## config.mk

```make
export PLATFORM = sky130hd
export DESIGN_NAME = pe_operand_streamer
export DESIGN_NICKNAME = d
export VERILOG_FILES = /design/src/rtl/dsp_sys_arr_pkg.sv /design/src/rtl/sf_fifo.sv /design/src/rtl/pe_operand_streamer.sv
export SDC_FILE = /design/constraint.sdc
export NUM_CORES = 1
export LEC_CHECK = 0
export ABC_AREA = 1
export BUFFER_PORTS_ARGS = -buffer_cell sky130_fd_sc_hd__buf_2
export CORE_MARGIN = 2
export CORE_UTILIZATION = 50
export CTS_BUF_LIST = sky130_fd_sc_hd__clkbuf_2 sky130_fd_sc_hd__clkbuf_4 sky130_fd_sc_hd__clkbuf_8
export DETAILED_ROUTE_END_ITERATION = 8
export GPL_TIMING_DRIVEN = 1
export PLACE_DENSITY = 0.65
export SLEW_MARGIN = 10
export SYNTH_ARGS = -nofsm -noshare
export SYNTH_HDL_FRONTEND = slang
export SYNTH_SLANG_ARGS = --single-unit
```

## constraint.sdc

```tcl
create_clock -name CLK -period 4.3 [get_ports CLK]
set_clock_uncertainty 0.15 [all_clocks]
set_input_delay 0.215 -clock CLK [delete_from_list [all_inputs] [get_ports CLK]]
set_output_delay 0.215 -clock CLK [all_outputs]
set_load 0.05 [all_outputs]
```

## src/rtl/dsp_sys_arr_pkg.sv

```systemverilog
// dsp_sys_arr_pkg: shared types for the dsp systolic array.
// Operand format, PE error codes, operand-streamer FSM states and defaults.
package dsp_sys_arr_pkg;

    typedef logic [31:0] single_float;

    typedef enum logic [1:0] {
        NONE      = 2'd0,
        OVERFLOW  = 2'd1,
        UNDERFLOW = 2'd2,
        INVALID   = 2'd3
    } error;

    typedef enum logic [2:0] {
        IDLE,
        SKEW,
        STREAM,
        WAIT_DONE,
        RESULT
    } streamer_state_t;

    localparam int STREAMER_DEPTH = 16;

endpackage

```

## src/rtl/sf_fifo.sv

```systemverilog
// sf_fifo: circular single_float FIFO with occupancy count and flags.
// Ports: push/din write side, pop/head read side (head is the current entry),
// count/full/empty status. A push is taken when full only if a pop coincides.
module sf_fifo
    import dsp_sys_arr_pkg::*;
#(
    parameter int DEPTH = STREAMER_DEPTH,
    parameter int CW    = $clog2(DEPTH) + 1
) (
    input  logic          CLK,
    input  logic          nRST,
    input  logic          push,
    input  logic [31:0]   din,
    input  logic          pop,
    output logic [31:0]   head,
    output logic [CW-1:0] count,
    output logic          full,
    output logic          empty
);

    localparam int PW = CW - 1;

    single_float   mem_q [DEPTH];
    logic [PW-1:0] wr_ptr_q, wr_ptr_d;
    logic [PW-1:0] rd_ptr_q, rd_ptr_d;
    logic [CW-1:0] count_q, count_d;
    logic          do_push;
    logic          do_pop;

    assign empty   = (count_q == '0);
    assign full    = (count_q == CW'(DEPTH));
    assign do_pop  = pop & ~empty;
    assign do_push = push & (~full | do_pop);
    assign head    = mem_q[rd_ptr_q];
    assign count   = count_q;

    always_comb begin
        wr_ptr_d = wr_ptr_q;
        rd_ptr_d = rd_ptr_q;
        count_d  = count_q;
        if (do_push) wr_ptr_d = wr_ptr_q + PW'(1);
        if (do_pop)  rd_ptr_d = rd_ptr_q + PW'(1);
        case ({do_push, do_pop})
            2'b10:   count_d = count_q + CW'(1);
            2'b01:   count_d = count_q - CW'(1);
            default: count_d = count_q;
        endcase
    end

    always_ff @(posedge CLK or negedge nRST) begin
        if (!nRST) begin
            wr_ptr_q <= '0;
            rd_ptr_q <= '0;
            count_q  <= '0;
        end else begin
            wr_ptr_q <= wr_ptr_d;
            rd_ptr_q <= rd_ptr_d;
            count_q  <= count_d;
        end
    end

    // Storage needs no reset: entries are only read once counted.
    always_ff @(posedge CLK) begin
        if (do_push) mem_q[wr_ptr_q] <= din;
    end

endmodule

```

## src/rtl/pe_operand_streamer.sv

```systemverilog
// pe_operand_streamer: buffers operands and streams a skewed vector into one PE
// edge input, then captures the PE result. Ports: load_* buffer fill,
// start/vec_len/skew control, pe_in_* stream, pe_* PE status, res_* result.
module pe_operand_streamer
    import dsp_sys_arr_pkg::*;
#(
    parameter int DEPTH = STREAMER_DEPTH,
    parameter int LENW  = 8
) (
    input  logic            CLK,
    input  logic            nRST,
    input  logic            load_valid,
    input  logic [31:0]     load_dat,
    output logic            load_ready,
    input  logic            start,
    input  logic [LENW-1:0] vec_len,
    input  logic [LENW-1:0] skew,
    output logic            busy,
    output logic            pe_in_valid,
    output logic [31:0]     pe_in_dat,
    input  logic            pe_in_ready,
    input  logic            pe_comp_done,
    input  logic [31:0]     pe_accum_sum,
    input  error            pe_user,
    input  logic            pe_error_bit,
    output logic            res_valid,
    output logic [31:0]     res_sum,
    output error            res_user,
    output logic            res_err,
    input  logic            res_ack,
    output logic            underrun
);

    localparam int CW = $clog2(DEPTH) + 1;

    streamer_state_t state_q, state_d;
    logic [LENW-1:0] rem_q, rem_d;
    logic [LENW-1:0] skew_cnt_q, skew_cnt_d;
    logic            res_valid_q, res_valid_d;
    logic [31:0]     res_sum_q, res_sum_d;
    error            res_user_q, res_user_d;
    logic            res_err_q, res_err_d;
    logic            underrun_q, underrun_d;
    logic            init_q, init_d;

    logic [CW-1:0]   count;
    logic            full;
    logic            empty;
    logic [31:0]     head;
    logic            push;
    logic            pop;

    // Holds load_ready low for the first cycle after reset release.
    assign init_d      = 1'b1;
    assign load_ready  = init_q & ~full;
    assign push        = load_valid & load_ready;
    assign pe_in_valid = (state_q == STREAM) & (count != '0);
    assign pop         = pe_in_valid & pe_in_ready;
    assign pe_in_dat   = pe_in_valid ? head : '0;
    assign busy        = (state_q != IDLE);
    assign res_valid   = res_valid_q;
    assign res_sum     = res_sum_q;
    assign res_user    = res_user_q;
    assign res_err     = res_err_q;
    assign underrun    = underrun_q;

    sf_fifo #(
        .DEPTH (DEPTH),
        .CW    (CW)
    ) u_fifo (
        .CLK   (CLK),
        .nRST  (nRST),
        .push  (push),
        .din   (load_dat),
        .pop   (pop),
        .head  (head),
        .count (count),
        .full  (full),
        .empty (empty)
    );

    always_comb begin
        state_d     = state_q;
        rem_d       = rem_q;
        skew_cnt_d  = skew_cnt_q;
        res_sum_d   = res_sum_q;
        res_user_d  = res_user_q;
        res_err_d   = res_err_q;
        underrun_d  = underrun_q;
        // A capture in RESULT overrides a coincident ack.
        res_valid_d = res_valid_q & ~res_ack;
        unique case (state_q)
            IDLE: begin
                if (start) begin
                    rem_d      = vec_len;
                    skew_cnt_d = skew;
                    if (vec_len == '0) begin
                        res_sum_d  = '0;
                        res_user_d = NONE;
                        res_err_d  = 1'b0;
                        state_d    = RESULT;
                    end else if (skew != '0) begin
                        state_d = SKEW;
                    end else begin
                        state_d = STREAM;
                    end
                end
            end
            SKEW: begin
                skew_cnt_d = skew_cnt_q - LENW'(1);
                if (skew_cnt_q <= LENW'(1)) state_d = STREAM;
            end
            STREAM: begin
                if (empty) underrun_d = 1'b1;
                if (pop) begin
                    rem_d = rem_q - LENW'(1);
                    if (rem_q == LENW'(1)) state_d = WAIT_DONE;
                end
            end
            WAIT_DONE: begin
                if (pe_comp_done) begin
                    res_sum_d  = pe_accum_sum;
                    res_user_d = pe_user;
                    res_err_d  = pe_error_bit;
                    state_d    = RESULT;
                end
            end
            RESULT: begin
                res_valid_d = 1'b1;
                state_d     = IDLE;
            end
            default: state_d = IDLE;
        endcase
    end

    always_ff @(posedge CLK or negedge nRST) begin
        if (!nRST) begin
            state_q     <= IDLE;
            rem_q       <= '0;
            skew_cnt_q  <= '0;
            res_valid_q <= 1'b0;
            res_sum_q   <= '0;
            res_user_q  <= NONE;
            res_err_q   <= 1'b0;
            underrun_q  <= 1'b0;
            init_q      <= 1'b0;
        end else begin
            state_q     <= state_d;
            rem_q       <= rem_d;
            skew_cnt_q  <= skew_cnt_d;
            res_valid_q <= res_valid_d;
            res_sum_q   <= res_sum_d;
            res_user_q  <= res_user_d;
            res_err_q   <= res_err_d;
            underrun_q  <= underrun_d;
            init_q      <= init_d;
        end
    end

endmodule

```

# --- Yosys cells after proc, flatten, opt, wreduce, memory -nomap -nowiden ---
# Memory sizes are Yosys's and may differ from the RTL's.
# Index checks and enable logic that the tools add are counted.
totals:
  mem_bits_rw: 512
  output_inout_bits: 72
  mem_count: 1
  ff_bits: 70
  word_cells: 90
  in_bits: 90
mem_list:
  columns: ["name", "depth", "width", "rd", "rd_ports_with_merged_regs", "wr", "line_no", "source"]
  rows:
  - ["u_fifo.mem_q", 16, 32, 1, 0, 1, "sf_fifo.sv:23", "single_float mem_q [DEPTH];"]
classes:
  n_reduce_logical: 15
  mux: 30
  order_cmp: 1
  bitwise_logic: 11
  n_addsub: 6
  n_eq_ne: 14
op_table:
  columns: ["op", "count"]
  rows:
  - ["two-way mux 32 bit", 4]
  - ["case mux 32 bit (2 select lines)", 1]
  - ["case mux 8 bit (2 select lines)", 2]
  - ["two-way mux 8 bit", 3]
  - ["two-way mux 3 bit", 6]
  - ["subtractor 8 x 1 -> 8 bit (second input constant)", 2]
  - ["case mux 3 bit (4 select lines)", 1]
  - ["case mux 5 bit (2 select lines)", 1]
  - ["adder 4 x 1 -> 4 bit (second input constant)", 2]
  - ["equality test 8 x 1 -> 1 bit (second input constant)", 1]
  - ["<= comparator 8 x 1 -> 1 bit (second input constant)", 1]
  - ["logical NOT 8 bit", 1]
  - ["two-way mux 2 bit", 4]
  - ["inequality test 2 bit (second input constant)", 4]
  - ["nonzero test 2 bit", 4]
  - ["nonzero test 8 bit", 1]
  - ["bitwise AND 1 bit", 7]
  - ["equality test 3 x 2 -> 1 bit (second input constant)", 2]
  - ["two-way mux 1 bit", 6]
  - ["adder 5 x 1 -> 5 bit (second input constant)", 1]
  - ["equality test 5 bit (second input constant)", 1]
  - ["logical NOT 5 bit", 1]
  - ["AND reduction 5 bit", 1]
  - ["nonzero test 5 bit", 1]
  - ["other kinds (15)", 19]

# --- Depth between registers and ports, before layout ---
# Gate-level depths: netlist of the first run.
depth:
  ltp_word: 8
  depth_mapped: 16
  ltp_nobuf: 15

# --- Hierarchy ---
# From an unflattened synthesis of the first run, not the netlist that was laid out.
unflattened:
  cells_unflattened: 2041
  area_unflattened_um2: 24249.5
modules_own_cells:
  columns: ["module", "area_each_um2", "seq_area_each_um2", "instances", "cells_per_inst"]
  rows:
  - ["sf_fifo", 21106.5, 15700.1, 1, 1591]
  - ["pe_operand_streamer", 3143.0, 1426.4, 1, 450]

# --- Least setup slack after synthesis of the first run ---
# No wires, ideal clock.
synth_timing:
  path_kind: "register -> register"
  startpoint: "register u_fifo.count_q[0] (netlist: u_fifo.count[0])"
  endpoint: "memory u_fifo.mem_q[11][0] (netlist bit) (enable)"
  t_arrival_ns: 2.424
  t_required_ns: 3.729
  path_stages_with_launch: 7
  path_slack_ns: 1.305
  setup_ns: 0.421
  period_less_slack_ns: 2.995
  path_buffers: 0
  cell_sequence: "dfrtp_1 -> nor2_1 -> nand3_1 -> nand2_1 -> nor2_1 -> nand2_1 -> nor2_1"
synth_via:
  elab_chain_len: 8
  elab_cells_between_ends: 14
  classes_between: "eq/ne: 1; mux: 2; bitwise: 9; reduce/logical: 2"
synth_rtl:
  columns: ["element", "line_no", "source"]
  rows:
  - ["from (decl)", "sf_fifo.sv:26", "logic [CW-1:0] count_q, count_d;"]
  - ["from (signal assigned)", "sf_fifo.sv:58", "count_q <= count_d;"]
  - ["nonzero test 5 bit", "pe_operand_streamer.sv:57", "assign pe_in_valid = (state_q == STREAM) & (count != '0);"]
  - ["bitwise AND 1 bit", "pe_operand_streamer.sv:57", null]
  - ["bitwise AND 1 bit", "pe_operand_streamer.sv:58", "assign pop = pe_in_valid & pe_in_ready;"]
  - ["bitwise AND 1 bit", "sf_fifo.sv:32", "assign do_pop = pop & ~empty;"]
  - ["bitwise OR 1 bit", "sf_fifo.sv:33", "assign do_push = push & (~full | do_pop);"]
  - ["bitwise AND 1 bit (*)", "sf_fifo.sv:33", null]
  - ["two-way mux 1 bit (*)", "sf_fifo.sv:64", "if (do_push) mem_q[wr_ptr_q] <= din;"]
  - ["two-way mux 1 bit (not written as such) (*)", "sf_fifo.sv:64", null]
  - ["to (decl)", "sf_fifo.sv:23", null]
# Mark *: on every way between the ends. The rest lies on a longest branch, timed or not.

# --- Final worst setup path of the first run ---
layout_timing:
  startpoint: "register state_q[0]"
  endpoint: "output port pe_in_dat[23]"
layout_via:
  elab_chain_len: 3
layout_rtl:
  columns: ["element", "line_no", "source"]
  rows:
  - ["from (decl)", "pe_operand_streamer.sv:36", "streamer_state_t state_q, state_d;"]
  - ["from (signal assigned)", "pe_operand_streamer.sv:148", "state_q <= state_d;"]
  - ["equality test 3 x 2 -> 1 bit", "pe_operand_streamer.sv:57", null]
  - ["bitwise AND 1 bit", "pe_operand_streamer.sv:57", null]
  - ["two-way mux 32 bit", "pe_operand_streamer.sv:59", "assign pe_in_dat = pe_in_valid ? head : '0;"]
  - ["to (decl)", "pe_operand_streamer.sv:20", "output logic [31:0] pe_in_dat,"]
# No other way between the ends.

==> metrics.md, run 1 <==
| Metric | Value |
|---|---|
| CP cell instances | nor2_2 -> nand2_2 -> inv_2 -> nand2_1 -> inv_2 -> buf_4 -> nand2_1 -> nor2_1 -> buf_2 |
| Pins over their slew limit | 0 |
| Num ports | 162 |
| Synth Warn # | 0 |
| Post-route minimum period | 3.55 ns |
| Clock Path Buffers | 3 |
| Stages on the worst setup path | 9 |
| Worst slew pin tran | 1.09 ns |
| Critical Path RT | 3.93 ns |
| Initial Util | 0.506 |
| Die Width | 226 um |
| Switch Pwr | 7.77 mW |
| Post-Syn Area | 24800 um^2 |
| CTS tree | yes |
| Gr usage total | 0.240 |
| Gpl congestion | 0.806 |
| HPWL Detailed | 32100 um |
| Combinational power share | 0.384 |
| Pwr Density | 657 nW/um^2 |
| Reg-to-Reg Start | state_q[0] |
| Synth Net Count | 2440 |
| CP startpoint | state_q[0] |
| Top cell type by total area after synthesis | edfxtp_1 |
| Starting DRT DRC Count | 1632 |
| Cell with the most instances after synthesis | nand2_1 |
| Post-Route WL | 60100 um |
| Min-delay src | start |
| Final setup vio count | 0 |
| Setup WS pre-CTS | 1.36 ns |
| Fill cells | 4016 |
| Clock Latency Late Sink | 0.70 ns |
| Routed via count | 17.4k |
| Hold path cells | 6 |
| Initial antenna violation count | 0 |
| Share of post-route cells with drive strength above 1 | 0.139 |
| Register share of total power | 0.367 |
| CP endpoint kind | output pin |
| R2R cell count | 15 |
| Synth unique cells | 30 |
| Main synth FF type | edfxtp_1 |
| Crit path largest cell delay | 0.51 ns |
| Critical path arrival | 3.19 ns |
| Post-CTS Setup Bufs | 0 |
| Setup_tns | 0 ns |
| Number of buffers added on ports | 161 |
| Int Power | 11.4 mW |
| H-tree depth | 3 |
| Area contributors post-synth | edfxtp_1 (62%), nand2_1 (12%), dfrtp_1 (7.1%) |
| Crit start category | flip-flop |
| Syn-to-layout area delta | 18.3% |
| Post-synth top cells | nand2_1 (797), edfxtp_1 (512), nor2_1 (326) |
| Vias in the first global route | 17.3k |
| Fmax | 282 MHz |
| Clock Tree Root | clkbuf_8 |
| Switching Share | 0.404 |
| Vias per cell | 5.18 |
| Critical Path Slowest Stage Cell | dfrtp_1 |
| Max-cap viol count | 0 |
| Row Count | 81 |
| Crit Path Max Fanout | 19 |
| Post-synthesis sequential area ratio | 0.692 |
| Synthesis-stage register bit count | 582 |
| VDD IR max | 0.456 mV |
| Die Y-Extent | 226 um |
| Kind of cell adding the most delay to the critical path | buffers and inverters |
| WL/cell | 17.9 um |
| Final Cycle Share | 0.826 |
| CP Buf/Inv Count | 4 |
| Post-synth ARST share | 0.120 |
| Final Hold Slack | 0.0496 ns |
| Worst hold path type | primary input to flip-flop |
| First-pass GRT wire length | 94100 um |
| Core area | 49000 um^2 |
| Unrepaired setup endpoints after global routing | no |
| Leak pwr | 12.1 nW |
| Clock-pin slew on the worst setup and hold paths | 0.06 ns |
| Nets | 2724 |
| Synth Instances | 2337 |
| Post-synth EDFFs | 512 |
| Length of the first detailed-routing pass in iterations | 7 |
| Total gr overflow | 0 |
| DRC | 0 |
| Outcome | finished, final reports clean |
| N_diodes | 0 |
| Final setup margin | 0.748 ns |
| Die footprint | 51300 um^2 |
| Area of the multi-input gates | 6590 um^2 |
| Synth top area share | 0.621 |
| Syn Area/Cell | 10.6 um^2 |
| Total CTS buffers | 96 |
| FF+latch area | 17100 um^2 |
| Setup CP Type | flip-flop to output pin |
| # clock sinks | 582 |
| Final Hold Viols | 0 |
| Clk network pwr share | 0.249 |
| Post-DRT Antenna Nets | 0 |
| Relative slew margins | 0.273 |
| Largest net degree at the start of global routing | 134 |
logic make-up (layout without fill, tap and decap cells):
group	Yosys count	count (layout)	share of synthesized area
DFF	582	582	0.692
AOI/OAI and AO/OA	234	234	0.0572
other	1	1	0.000152
buffers and inverters	265	629	0.0466
xor gates and xnor gates	14	14	0.00495
adders and majority gates	13	13	0.00657
and+or+nand+nor	1228	1228	0.193
state kept, by name (all words and copies together), names as in the netlist, 2 cells and up:
| name | count |
|---|---|
| rem_q | 8 |
| res_sum | 32 |
| res_user | 2 |
| skew_cnt_q | 8 |
| state_q | 3 |
| u_fifo.count | 5 |
| u_fifo.mem_q | 512 |
| u_fifo.rd_ptr_q | 4 |
| u_fifo.wr_ptr_q | 4 |
stage by stage:
step | cell area [um^2] | power [mW] | utilization | instances
after floorplan | 24800 | 12.4 | - | 2337
after global placement | 26300 | 14.2 | 0.537 | 3080
after detailed placement | 26300 | 14.3 | 0.537 | 3080
after CTS | 29200 | 19.3 | 0.597 | 3364
after global routing | 29300 | 20.5 | 0.598 | 3365
final | 29300 | 19.2 | 0.598 | 3365
path summary, 6_finish.rpt:
kind	end	slack [ns]
min in group asynchronous	u_fifo.rd_ptr_q[0]	0.09
min reg2reg	res_sum[21]	0.32
min	rem_q[2]	0.05
max in group asynchronous	res_sum[3]	2.78
max reg2reg	u_fifo.count[4]	1.37
max	pe_in_dat[23]	0.75
worst reg2reg max path: cells and delay by family (launching register included):
family                   cells  cell delay, ns
flip-flops                   1            0.51
XOR/XNOR                     2            0.39
buffers and inverters        3            0.40
AND/OR/NAND/NOR              8            0.94
adder cells (fa/ha/maj)      2            0.48
power by group through the flow:
stage	Clock, mW	Combinational, mW	Sequential (mW)
after global routing	5.12	8.24	7.12
after global placement	0	7.07	7.14
after detailed placement	0	7.16	7.15
final	4.78	7.38	7.06
after floorplan	0	4.86	7.58
after CTS	4.88	7.39	7.05
final cells by class:
type                       count  area share
timing repair buffer         303      0.0771
tap                          664      0.0284
multi-input combinational   1490       0.225
clock inverter                43     0.00851
inverter                     148      0.0192
sequential                   582       0.585
clock buffer                 135      0.0564
layout by cell type (no fill, tap or decap), types with 2 or more instances in the layout:
master         Yosys  final
nand2_1          797    797
edfxtp_1         512    512
nor2_1           326    310
buf_2             73    161
inv_1            140    139
o21ai_0          126    126
dlygate4sd3_1      0    106
clkbuf_8           0    102
nand3_1           90     90
o211ai_1          90     90
dfrtp_1           70     68
clkinv_1           0     34
clkbuf_4           0     33
buf_4              8     27
nor2_4             0     16
ha_1              13     13
xor2_1            12     12
o21ai_1           10     10
buf_12             0      8
inv_2              8      7
nor2_2             5      5
nand3b_1           4      4
a21oi_1            3      3
xnor2_1            2      2
nand4_1            2      2
nor3_1             2      2
o21bai_1           2      2
inv_6              0      2
clkinvlp_4         0      2
bufinv_16          0      2
clkinv_2           0      2
metal layers:
layer | GRT usage | vias to the layer above | wire (um)
met5 | 0 | - | 0
met1 | 0.325 | 8313 | 25900
met3 | 0.0382 | 123 | 3990
met4 | 0.0893 | 0 | 1690
met2 | 0.392 | 638 | 28600
li1 | - | 8370 | -
timing repair:
action	in CTS	in global routing
resized for setup	0	0
hold buffers	106	0
endpoints found under the hold margin	643	0
endpoints found under the setup margin	0	0
(Power assumes the default switching activity.)
==> run 2: changes to the inputs <==
Settings changed: ABC_AREA 1 to 0.
Clock period 4.3 ns to 3.4 ns, I/O delays scaled along.
==> metrics.md, run 2 <==
| Metric | Value |
|---|---|
| Outcome | finished, final reports clean |
| Unrepaired setup endpoints after global routing | no |
| Post-synth ARST share | 0.120 (unchanged) |
| H-tree depth | 3 (unchanged) |
| DRC | 0 (unchanged) |
| Switching Share | 0.338 (-0.0665) |
| Area contributors post-synth | edfxtp_1 (66%), mux4_2 (12%), dfrtp_1 (7.6%) |
| Reg2Reg Capture Point | u_fifo.count[4] |
| Final setup margin | 0.131 ns (-0.617 ns) |
| Crit Path Max Fanout | 13 (-6) |
| Largest net degree at the start of global routing | 49 (-63%) |
| HPWL Detailed | 28600 um (-11%) |
| CP Buf/Inv Count | 2 (-2) |
| CP most frequent cell | a211oi_1 |
| CP cell instances | buf_12 -> mux4_2 -> nor2b_1 -> a211oi_1 -> a211oi_1 -> buf_2 |
| Reg-to-Reg Start | u_fifo.count[0] |
| Post-route minimum period | 3.27 ns |
| First-pass GRT wire length | 77900 um (-17%) |
| Register with the highest flop count | u_fifo.mem_q |
| Worst hold path type | primary input to async pin |
| Cell Area, Placed | 25100 um^2 (-4.4%) |
| Most frequent cells in the layout | edfxtp_1 (512), buf_2 (161), mux4_2 (128) |
| Pins over their slew limit | 0 (unchanged) |
| Post-synth top cells | edfxtp_1 (512), mux4_2 (128), dfrtp_1 (70) |
| Final Hold Viols | 0 (unchanged) |
| Nets | 1637 (-40%) |
| Starting DRT DRC Count | 1010 (-38%) |
| Num ports | 162 (unchanged) |
| Leak pwr | 9.78 nW (-19%) |
| Vias in the first global route | 13.1k (-24%) |
| Critical Path RT | 3.08 ns (-0.85 ns) |
| Clock Latency Late Sink | 0.66 ns (-0.04 ns) |
| WL/cell | 23.5 um (+31%) |
| Clock Tree Root | clkbuf_8 |
| Total CTS buffers | 93 (-3.1%) |
| Reg2Reg Setup Slack | 0.14 ns (-1.23 ns) |
| Fin area | 28100 um^2 (-4.0%) |
| Gpl congestion | 0.817 (+1.5%) |
| WL met3 | 2720 um (-32%) |
| Most common cell after layout, fill and taps aside | edfxtp_1 |
| Wire length on met1 | 22400 um (-14%) |
| Top cell type by total area after synthesis | edfxtp_1 |
| Setup_tns | 0 ns (unchanged) |
| Clock-pin slew on the worst setup and hold paths | 0.06 ns (about the same) |
| Die footprint | 48100 um^2 (-6.2%) |
| Post-Route WL | 51700 um (-14%) |
| Setup WS pre-CTS | 0.168 ns (-1.19 ns) |
| Clk network pwr share | 0.253 (+0.004) |
| R2R cell count | 9 (-6) |
| # clock sinks | 582 (unchanged) |
| Critical Path Slowest Stage Cell | dfrtp_4 |
| Int Power | 15.0 mW (+31%) |
| Total gr overflow | 0 (unchanged) |
| Relative slew margins | 0.167 (-0.106) |
| Clock Path Buffers | 3 (unchanged) |
| Syn-to-layout area delta | 21.2% |
| Combinational power share | 0.345 (-0.039) |
| Power Total | 22.6 mW (+18%) |
| Initial antenna violation count | 0 (unchanged) |
| Synthesis-stage register bit count | 582 (unchanged) |
| Kind of cell adding the most delay to the critical path | flip-flops |
| Switch Pwr | 7.65 mW (-1.6%) |
| Synth Net Count | 1275 (-48%) |
| CP startpoint | u_fifo.rd_ptr_q[0] |
| Initial Util | 0.509 (+0.00326) |
| Gr usage total | 0.220 (-0.0192) |
| CTS tree | yes |
| Setup CP Type | flip-flop to output pin |
| Stages on the worst setup path | 6 (-3) |
| Share of post-route cells with drive strength above 1 | 0.343 (+0.204) |
| Max-cap viol count | 0 (unchanged) |
| Post-DRT Antenna Nets | 0 (unchanged) |
| Row Count | 78 (-3.7%) |
| Core area | 45600 um^2 (-6.9%) |
| Syn Area/Cell | 19.8 um^2 (+87%) |
| Length of the first detailed-routing pass in iterations | 5 (-2) |
| Cell with the most instances after synthesis | edfxtp_1 |
| Post-Syn Area | 23200 um^2 (-6.3%) |
| Synth Warn # | 0 (unchanged) |
| Final setup vio count | 0 (unchanged) |
| N_diodes | 0 (unchanged) |
| Pwr Density | 805 nW/um^2 (+23%) |
| Top sig layer | met4 |
| Post-synthesis sequential area ratio | 0.738 (+0.0465) |
| Register share of total power | 0.402 (+0.035) |
| Worst slew pin tran | 1.25 ns (+0.160 ns) |
| Die Width | 219 um (-3.1%) |
| Post-synth EDFFs | 512 (unchanged) |
| VDD IR max | 0.566 mV (+24%) |
| Synth top area share | 0.663 (+0.0417) |
| WL met2 | 25400 um (-11%) |
| Max reg flops | 512 (unchanged) |
| Number of buffers added on ports | 161 (unchanged) |
| Main synth FF type | edfxtp_1 |
| Synth unique cells | 67 (+120%) |
| Crit start category | flip-flop |
| Fmax | 306 MHz |
| Post-layout util | 0.617 (+0.0187) |
| Die Y-Extent | 219 um (-3.1%) |
| Synth Instances | 1172 (-50%) |
| Vias per cell | 5.76 (+11%) |
| Routed via count | 12.7k (-27%) |
| Critical path arrival | 2.95 ns (-0.24 ns) |
| CP endpoint kind | output pin |
| Final Cycle Share | 0.962 |
| Crit path largest cell delay | 0.61 ns (+0.10 ns) |
| Crit path to | pe_in_dat[22] |
==> run 2: per-layer routing <==
layer	vias up	global-route usage
met2	388	0.365
met5	-	0
met3	94	0.0409
li1	5586	-
met1	6620	0.299
met4	0	0.0691
==> run 2: layout make-up <==
cell class	instances	area, um^2
Multi-Input combinational cell	500	5700
Tap cell	600	751
Sequential cell	582	17100
Clock inverter	31	193
Fill cell	3241	17500
Timing Repair Buffer	341	2690
Clock buffer	131	1580
Inverter	16	60.1
==> run 2: how the worst min path moves through the flow <==
stage	start	endpoint	slack, ns
after CTS	start	state_q[0]	0.01
after global routing	res_ack	res_valid	0.07
final	nRST	res_sum[25]	0.07
after detailed placement	res_ack	res_valid	0.21
after global placement	res_ack	res_valid	0.20
after floorplan	nRST	init_q	-0.28
==> run 2: worst register-to-register path, cell delays in order, from the launching register on <==
cell and delay, ns:
dfrtp_1 0.43, or4_4 0.62, o211a_1 0.25, ha_1 0.22, buf_4 0.18, ha_1 0.21, or4b_2 0.64, o32ai_1 0.19
nor4b_2 0.11, xnor2_1 0.14
==> run 2: kinds of logic (layout without fill, tap and decap cells) <==
group                    count (synthesis)  in the layout  share of synthesized area
other                                    1              1                   0.000162
XOR/XNOR                                12             12                    0.00453
AND/OR/NAND/NOR                        132            132                     0.0342
AO/OA/AOI/OAI                          177            177                     0.0572
buffers and inverters                   90            519                     0.0180
flip-flops                             582            582                      0.738
multiplexers                           165            165                      0.140
adder cells (fa/ha/maj)                 13             13                    0.00701
==> run 2: per-stage QoR <==
stage	instances	hold WS (ns)
after CTS	2195	0.0140
after global placement	1922	0.203
after detailed placement	1922	0.209
final	2201	0.0714
after global routing	2201	0.0701
after floorplan	1172	-0.276
==> run 2: timing repair <==
item	4_1_cts	5_1_grt
gates resized for setup	0	3
hold buffers	106	0
buffers inserted	5	6
hold endpoints to repair	616	0
endpoints found under the setup margin	29	12
pin swaps	1	0
==> run 2: power by group through the flow <==
stage,Sequential [mW],Combinational [mW],Clock [mW]
floorplan,9.46,5.02,0
CTS,9.11,7.80,5.85
detailed placement,9.32,7.24,0
global route,9.17,8.38,6.16
finish,9.10,7.81,5.73
global placement,9.29,7.19,0
==> run 3: changes to the inputs <==
Settings changed: CORE_MARGIN 2 to 1.5.
==> metrics.md, run 3 (same netlist as run 2, synthesis figures left out) <==
| Metric | Value |
|---|---|
| Share of post-route cells with drive strength above 1 | 0.335 (-0.00769) |
| Clock Path Buffers | 3 (unchanged) |
| Gpl congestion | 0.817 (about the same) |
| # clock sinks | 582 (unchanged) |
| Post-route minimum period | 3.23 ns (-0.0379 ns) |
| Setup_tns | 0 ns (unchanged) |
| Routed via count | 12.5k (-1.4%) |
| Worst hold path type | primary input to async pin |
| Core area | 45600 um^2 (unchanged) |
| Critical path arrival | 2.91 ns (-0.04 ns) |
| Die Y-Extent | 218 um (-0.46%) |
| Most frequent cells in the layout | edfxtp_1 (512), buf_2 (161), mux4_2 (128) |
| Nets | 1615 (-1.3%) |
| Met1 Use GR | 0.288 (-0.0110) |
| Final Cycle Share | 0.950 (-0.0111) |
| Setup CP Type | flip-flop to output pin |
| First-pass GRT wire length | 76600 um (-1.7%) |
| Die footprint | 47700 um^2 (-0.91%) |
| Crit Path Max Fanout | 51 (+38) |
| Number of buffers added on ports | 161 (unchanged) |
| Critical Path Slowest Stage Cell | dfrtp_4 |
| Vias in the first global route | 13.2k (+0.91%) |
| Kind of cell adding the most delay to the critical path | flip-flops |
| Total CTS buffers | 94 (+1.1%) |
| Fmax | 309 MHz (+1.2%) |
| Met2 GRT Util | 0.363 (-0.00180) |
| H-tree depth | 3 (unchanged) |
| DRC | 0 (unchanged) |
| Final setup vio count | 0 (unchanged) |
| Post-Route WL | 50400 um (-2.4%) |
| Critical Path RT | 3.08 ns (about the same) |
| Length of the first detailed-routing pass in iterations | 5 (unchanged) |
| Crit path largest cell delay | 1.01 ns (+0.40 ns) |
| Row Count | 78 (unchanged) |
| Most common cell after layout, fill and taps aside | edfxtp_1 |
| Num ports | 162 (unchanged) |
| N_diodes | 0 (unchanged) |
| CP cell instances | buf_4 -> mux2i_1 -> a211oi_1 -> buf_2 |
| Final Hold Viols | 0 (unchanged) |
| Leak pwr | 9.70 nW (-0.77%) |
| CP endpoint kind | output pin |
| Power Total | 22.5 mW (-0.64%) |
| Post-DRT Antenna Nets | 0 (unchanged) |
| Unrepaired setup endpoints after global routing | no |
| Clock Latency Late Sink | 0.66 ns (about the same) |
| Starting DRT DRC Count | 863 (-15%) |
| Worst slew pin tran | 1.09 ns (-0.156 ns) |
| Register with the highest flop count | u_fifo.mem_q |
| Clock-pin slew on the worst setup and hold paths | 0.06 ns (about the same) |
| Initial Util | 0.509 (unchanged) |
| Max-cap viol count | 0 (unchanged) |
| Syn-to-layout area delta | 20.6% |
| Gr usage total | 0.216 (-0.00412) |
| Initial antenna violation count | 0 (unchanged) |
| Largest net degree at the start of global routing | 52 (+6.1%) |
| CTS tree | yes |
| CP Buf/Inv Count | 2 (unchanged) |
| Pwr Density | 804 nW/um^2 (-0.15%) |
| Crit start category | flip-flop |
| Max reg flops | 512 (unchanged) |
| VDD IR max | 0.574 mV (+1.4%) |
| Die Width | 218 um (-0.46%) |
| Routing usage on met3 | 0.0402 (-0.000664) |
| Gr busiest metal | met2 |
| Clock Tree Root | clkbuf_8 |
| HPWL Detailed | 28300 um (-1.2%) |
| Vias per cell | 5.71 (-0.89%) |
| WL/cell | 23.0 um (-2.0%) |
| Outcome | finished, final reports clean |
| Relative slew margins | 0.271 (+0.104) |
| Pins over their slew limit | 0 (unchanged) |
| Total gr overflow | 0 (unchanged) |
run 3: changes by cell type in the layout (fill, tap and decap cells not counted), sizes merged:
cell	previous run	this run
dlygate4sd3	106	101
clkinvlp	3	2
clkinv	25	34
clkbuf	131	133
buf	235	217
inv	18	20
run 3: layer usage:
metal | wire, um | vias to the layer above
met5 | 0 | -
met4 | 1120 | 0
met3 | 1940 | 92
met2 | 25300 | 320
met1 | 22000 | 6536
li1 | - | 5564
run 3: cell type report:
class / count / area, um^2
sequential: 582 / 17100
inverter: 16 / 60.1
clock buffer: 133 / 1620
tap: 600 / 751
multi-input combinational: 500 / 5690
clock inverter: 41 / 225
fill: 3243 / 17600
timing repair buffer: 318 / 2480
run 3: through the flow:
stage                      util  hold WS (ns)  setup slack [ns]  instance area [um^2]  std cells
final                     0.614        0.0778             0.168                 28000       2190
after global routing      0.614        0.0655            0.0220                 28000       2190
after CTS                 0.614       0.00438            0.0720                 28000       2190
after detailed placement  0.549         0.217             0.149                 25000       1911
after global placement    0.549         0.206             0.197                 25000       1911
after floorplan               -        -0.276            0.0745                 23200       1172
run 3: path summary, 6_finish.rpt:
kind / from / end / slack [ns] / depth (start not counted)
worst max register to register: u_fifo.count[0] / u_fifo.count[4] / 0.19 / 9
worst min-delay path: nRST / res_sum[4] / 0.08 / 2
min in group CLK: start / skew_cnt_q[3] / 0.08 / 4
worst min register to register: underrun / underrun / 0.34 / 1
worst max-delay path: u_fifo.rd_ptr_q[3] / pe_in_dat[7] / 0.17 / 4
max in group asynchronous: nRST / res_sum[14] / 2.18 / 3
run 3: timing repair:
item / in CTS / in global routing
setup buffers: 4 / 0
resized for setup: 0 / 1
gates cloned: 0 / 0
endpoints found under the hold margin: 617 / 0
hold buffers: 101 / 0
setup endpoints to repair: 26 / 1
run 3: report_power, final:
part	switching, mW	internal (mW)	leakage [nW]
combinational	4.39	3.27	3.24
clock	2.69	3.17	0.983
sequential	0.495	8.48	5.48
